$ cat config.mk
export PLATFORM = sky130hd
export DESIGN_NAME = prod_accum4_flat
export DESIGN_NICKNAME = d
export VERILOG_FILES = /design/src/rtl/prod_accum4_if.sv /design/src/rtl/prod_accum4.sv /design/src/flat_wrapper.sv
export SDC_FILE = /design/constraint.sdc
export NUM_CORES = 1
export LEC_CHECK = 0
export ABC_AREA = 1
export ABC_CLOCK_PERIOD_IN_PS = 5050
export CAP_MARGIN = 20
export CORE_MARGIN = 10
export CORE_UTILIZATION = 55
export DETAILED_ROUTE_END_ITERATION = 8
export DONT_BUFFER_PORTS = 1
export GPL_TIMING_DRIVEN = 1
export MAX_ROUTING_LAYER = met4
export PLACE_DENSITY_LB_ADDON = 0.2
export SYNTH_ARGS = -nofsm -noshare
export SYNTH_HDL_FRONTEND = slang
export SYNTH_SLANG_ARGS = --single-unit
$ cat constraint.sdc
create_clock -name clk -period 5.05 [get_ports clk]
set_clock_uncertainty 0.15 [all_clocks]
set_input_delay 1.01 -clock clk [delete_from_list [all_inputs] [get_ports clk]]
set_output_delay 1.01 -clock clk [all_outputs]
set_load 0.01 [all_outputs]
$ cat src/rtl/prod_accum4_if.sv
// Handshake bundle for prod_accum4: product stream in, frame result out.
interface prod_accum4_if #(
  parameter int ACC_W = 16
);
  logic             in_valid;
  logic             in_ready;
  logic [7:0]       in_p;
  logic             in_last;
  logic             out_valid;
  logic             out_ready;
  logic [ACC_W-1:0] out_sum;
  logic [7:0]       out_count;
  logic             out_ovf;

  modport master (
    output in_valid, in_p, in_last, out_ready,
    input  in_ready, out_valid, out_sum, out_count, out_ovf
  );

  modport slave (
    input  in_valid, in_p, in_last, out_ready,
    output in_ready, out_valid, out_sum, out_count, out_ovf
  );
endinterface

$ cat src/rtl/prod_accum4.sv
// Accumulates up to N_TERMS 8-bit products per frame and holds the frame sum,
// term count and overflow flag until the downstream handshake.
module prod_accum4 #(
  parameter int N_TERMS = 4,
  parameter int ACC_W   = 16
) (
  input logic         clk,
  input logic         rst_n,
  prod_accum4_if.slave bus
);

  typedef enum logic {ACC, HOLD} state_t;

  state_t           state;
  state_t           state_next;
  logic [ACC_W-1:0] acc;
  logic [7:0]       cnt;
  logic             ovf;
  logic [ACC_W-1:0] sum_q;
  logic [7:0]       count_q;
  logic             ovf_q;
  logic             in_ready_int;
  logic             out_valid_int;
  logic             accept;
  logic             frame_end;
  logic [ACC_W:0]   sum;

  assign accept    = bus.in_valid && in_ready_int;
  assign sum       = {1'b0, acc} + (ACC_W + 1)'(bus.in_p);
  assign frame_end = accept && (bus.in_last || (cnt == 8'(N_TERMS - 1)));

  always_ff @(posedge clk or negedge rst_n) begin
    if (!rst_n) begin
      state <= ACC;
    end else begin
      state <= state_next;
    end
  end

  always_comb begin
    state_next = state;
    case (state)
      ACC:     if (frame_end) state_next = HOLD;
      HOLD:    if (bus.out_ready) state_next = ACC;
      default: state_next = ACC;
    endcase
  end

  always_comb begin
    in_ready_int  = (state == ACC);
    out_valid_int = (state == HOLD);
  end

  // The running accumulator is cleared as the frame closes, so the
  // next frame starts from zero and cnt never reaches N_TERMS.
  always_ff @(posedge clk or negedge rst_n) begin
    if (!rst_n) begin
      acc     <= '0;
      cnt     <= '0;
      ovf     <= 1'b0;
      sum_q   <= '0;
      count_q <= '0;
      ovf_q   <= 1'b0;
    end else if (frame_end) begin
      acc     <= '0;
      cnt     <= '0;
      ovf     <= 1'b0;
      sum_q   <= sum[ACC_W-1:0];
      count_q <= cnt + 8'd1;
      ovf_q   <= ovf | sum[ACC_W];
    end else if (accept) begin
      acc <= sum[ACC_W-1:0];
      cnt <= cnt + 8'd1;
      ovf <= ovf | sum[ACC_W];
    end
  end

  assign bus.in_ready  = in_ready_int;
  assign bus.out_valid = out_valid_int;
  assign bus.out_sum   = sum_q;
  assign bus.out_count = count_q;
  assign bus.out_ovf   = ovf_q;

endmodule

$ cat src/flat_wrapper.sv
// flat-port wrapper written by rule: the top's interface ports become plain ports
module prod_accum4_flat 
#(
  parameter int N_TERMS = 4,
  parameter int ACC_W   = 16
)
  (clk, rst_n, bus_in_valid, bus_in_p, bus_in_last, bus_out_ready, bus_in_ready, bus_out_valid, bus_out_sum, bus_out_count, bus_out_ovf);
  prod_accum4_if #(.ACC_W(ACC_W)) bus_i ();
  input logic clk;
  input logic rst_n;
  input wire logic [$bits(bus_i.in_valid)-1:0] bus_in_valid;
  input wire logic [$bits(bus_i.in_p)-1:0] bus_in_p;
  input wire logic [$bits(bus_i.in_last)-1:0] bus_in_last;
  input wire logic [$bits(bus_i.out_ready)-1:0] bus_out_ready;
  output wire logic [$bits(bus_i.in_ready)-1:0] bus_in_ready;
  output wire logic [$bits(bus_i.out_valid)-1:0] bus_out_valid;
  output wire logic [$bits(bus_i.out_sum)-1:0] bus_out_sum;
  output wire logic [$bits(bus_i.out_count)-1:0] bus_out_count;
  output wire logic [$bits(bus_i.out_ovf)-1:0] bus_out_ovf;
  assign bus_i.in_valid = bus_in_valid;
  assign bus_i.in_p = bus_in_p;
  assign bus_i.in_last = bus_in_last;
  assign bus_i.out_ready = bus_out_ready;
  assign bus_in_ready = bus_i.in_ready;
  assign bus_out_valid = bus_i.out_valid;
  assign bus_out_sum = bus_i.out_sum;
  assign bus_out_count = bus_i.out_count;
  assign bus_out_ovf = bus_i.out_ovf;
  prod_accum4 #(.N_TERMS(N_TERMS), .ACC_W(ACC_W)) u_core (.clk(clk), .rst_n(rst_n), .bus(bus_i));
endmodule
==> summary.txt <==
Setup path
  • CP endpoint kind: flop
  • Reg2Reg Setup Slack: about 2.8 ns
  • Crit path max fanout: 34
  • Crit path arrival time: ~2.5 ns
  • CP max stage delay: 0.39 ns
  • CP required: between 5 and 6 ns
  • Worst path slowest cell: nand2_2
  • Buffers and inverters on the worst path: 2
  • Crit-path cells: nand2_2, inv_1, nand2_4, clkinv_4, nand3_1, nand2_1
  • Startpoint type of the worst setup path: primary input
  • Crit Path Class: primary input to flop
  • CP top delay family: simple AND/OR/NAND/NOR gates

Yosys
  • Area leader, netlist: dfrtp_1
  • Synth Instances: 350
  • Mean post-synth cell area: just under 8 um2
  • Synth Flop Type: dfrtp_1
  • Async SR Flop Fraction: 100.0%
  • Number of synthesis warnings: 0
  • Sequential-to-total area share from yosys stat: 46.64%
  • Post-synth top area share: 46.64%
  • Number of synthesized flops with an enable pin: 0
  • Area contributors post-synth: dfrtp_1, nand2_1, nand3_1
  • Synth Net Count: 373
  • Mapped cell area: 2736 um2
  • Seq cells post-synth: 51
  • Unique masters post-synth: 32

STA
  • Slew margin rel.: a little under two thirds
  • Hold Vio Cnt, Final: 0
  • Min cycle time layout: 2.424 ns
  • Fmax: 0.4125 GHz
  • Hold Slack: 0.2395 ns
  • Final worst path period share: 48.00%
  • RSZ-0062 raised after global routing: false
  • Setup tns final: 0 ns
  • Setup WS post-layout: 2.626 ns
  • Slew @ Worst Pin: 0.5468 ns
  • Final max-slew violation count: 0
  • Final setup viols: 0

Power
  • Leak: 1.588 nW
  • Sw Pwr: 0.4520 mW
  • Switching share of total power: 38.45%
  • Clk network pwr share: 19.3%
  • Seq pwr share: 49.9%
  • P_int: between 0.7 and 0.8 mW
  • Tot Pwr: around 1.2 mW
  • Comb pwr share: roughly 31%
  • PD cells: 411.0 nW/um2
  • VDD IR max: 0.2267 mV

Route
  • DR iter-0 viols: between 100 and 150
  • Initial DRT Pass Iterations: 5
  • Antenna Nets Post-Route: 0
  • DRC viols: 0
  • Vias per cell: 5.156
  • WL/cell: 14.21 um
  • Total Routed Length: 5939 um
  • Via count: approximately 2.2k

Cells and area
  • N_diodes: 0
  • Area grow syn2layout: 4.527%
  • Most frequent cells in the layout: nand2_1, dfrtp_1, inv_1, nand3_1, o21ai_0
  • Most common library cell in the layout ignoring fill and taps: nand2_1
  • Share of cells above drive strength 1: 4.558%
  • Layout Cells excl Fill: approximately 420
  • Post-route design area: 2860 um2
  • Fillers: roughly 460
  • Final core utilization: 59.76%
  • Final net count: 373

Placement
  • Final Wtd Congestion: ~0.86
  • Dpl ws: 2.285 ns
  • Placed cells: 410
  • Placed cell area: 2779 um2
  • Buffers on Ports: 0
  • DP Wirelength: 4316 um

Global routing
  • Vias in the first global route: 2147
  • Met1 usage in global routing: slightly below 20%
  • First-pass GRT wire length: 10480 um
  • Busiest grt layer: met2
  • Grt total ovfl: 0
  • Initial antenna violation count: 0
  • All-Layer GR Usage: 15.57%
  • Met2 Use GR: 23.14%
  • Largest net degree at the start of global routing: 52
  • GR met3 Demand/Resource: 6.068%

Floorplanning
  • # IOs: 40
  • Die width: 90.54 um
  • Initial Util: a little under three fifths
  • Die footprint: slightly above 8000 um2
  • Core ar.: 4786 um2
  • Row count: 25
  • Die Ht: 90.54 um

Clock network
  • CTS max path bufs: 2
  • Post-CTS Setup Bufs: 0
  • CTS tree: done
  • Htree depth: 2
  • Resized cells post-CTS: 0
  • TritonCTS Buffers: 5
  • Skew-Pair Late Insertion Delay: around 0.3 ns
  • Clock transition at path regs: about 0.090 ns
  • Hold-fix buffers, CTS: 0
  • TritonCTS Sinks: 51
  • CTS root buf: clkbuf_8

Run status
  • Outcome: finished, final reports clean

Job
  • Max_cap viols: 0

Worst hold path
  • HP Class: primary input to asynchronous set/reset pin
## cell families (layout without fill, tap and decap cells)
logic type / Yosys count / in the layout / share of synthesized area (%)
compound gates: 26 / 26 / 5.076
fa+ha+maj: 10 / 10 / 4.847
simple gates: 211 / 211 / 33.56
flops: 51 / 51 / 46.64
buf+inv: 41 / 42 / 6.356
xor+xnor: 11 / 11 / 3.521
## final timing paths
path,start,to,cells past startpoint
worst max-delay path,bus_in_valid,u_core.bus.out_sum[9]$_DFFE_PN0P_,6
max in group asynchronous,rst_n,u_core.acc[13]$_DFFE_PN0P_,0
worst min register to register,u_core.acc[6]$_DFFE_PN0P_,u_core.acc[6]$_DFFE_PN0P_,2
min in group clk,u_core.acc[6]$_DFFE_PN0P_,u_core.acc[6]$_DFFE_PN0P_,2
worst max register to register,u_core.bus.out_valid$_DFF_PN0_,u_core.bus.out_sum[9]$_DFFE_PN0P_,7
worst min-delay path,rst_n,u_core.bus.out_sum[5]$_DFFE_PN0P_,0
## registers in the layout, summed over array words and instances (netlist names)
signal / count
u_core.bus.out_sum: 16
u_core.ovf: 1
u_core.bus.out_valid: 1
u_core.bus.out_ovf: 1
u_core.bus.out_count: 8
u_core.acc: 16
u_core.cnt: 8
## synthesized netlist by cell type (2+ instances only)
cell type    n
nand2_1    149
dfrtp_1     51
inv_1       32
nand3_1     31
o21ai_0     13
nor2_1      11
xor2_1      10
ha_1         9
o21ai_1      6
nand3b_1     5
a21oi_1      4
buf_2        3
nor3_1       3
clkbuf_1     2
nand2_4      2
nand4_1      2
nor3_2       2
## cell type report
class,count,area [um2],share of cell area [%]
Multi-Input combinational cell,258,1286,44.97
Sequential cell,51,1276,44.62
Inverter,34,132.6,4.637
Tap cell,67,83.83,2.931
Clock buffer,7,76.32,2.668
Clock inverter,1,5.005,0.1750
## power groups by stage
stage,Sequential [mW],Clock (mW),Combinational [mW]
CTS,0.590,0.235,0.363
detailed placement,0.597,0,0.359
finish,0.587,0.227,0.362
floorplan,0.573,0,0.295
global placement,0.595,0,0.354
global route,0.602,0.252,0.421
## per-layer routing
layer | part of all wire [%] | vias to the layer above
met1 | 48 | 991
met2 | 43 | 53
met4 | 0.99 | 0
li1 | - | 1106
met5 | 0 | -
met3 | 8.1 | 5
Note: power is estimated with default switching activity, not from simulation.
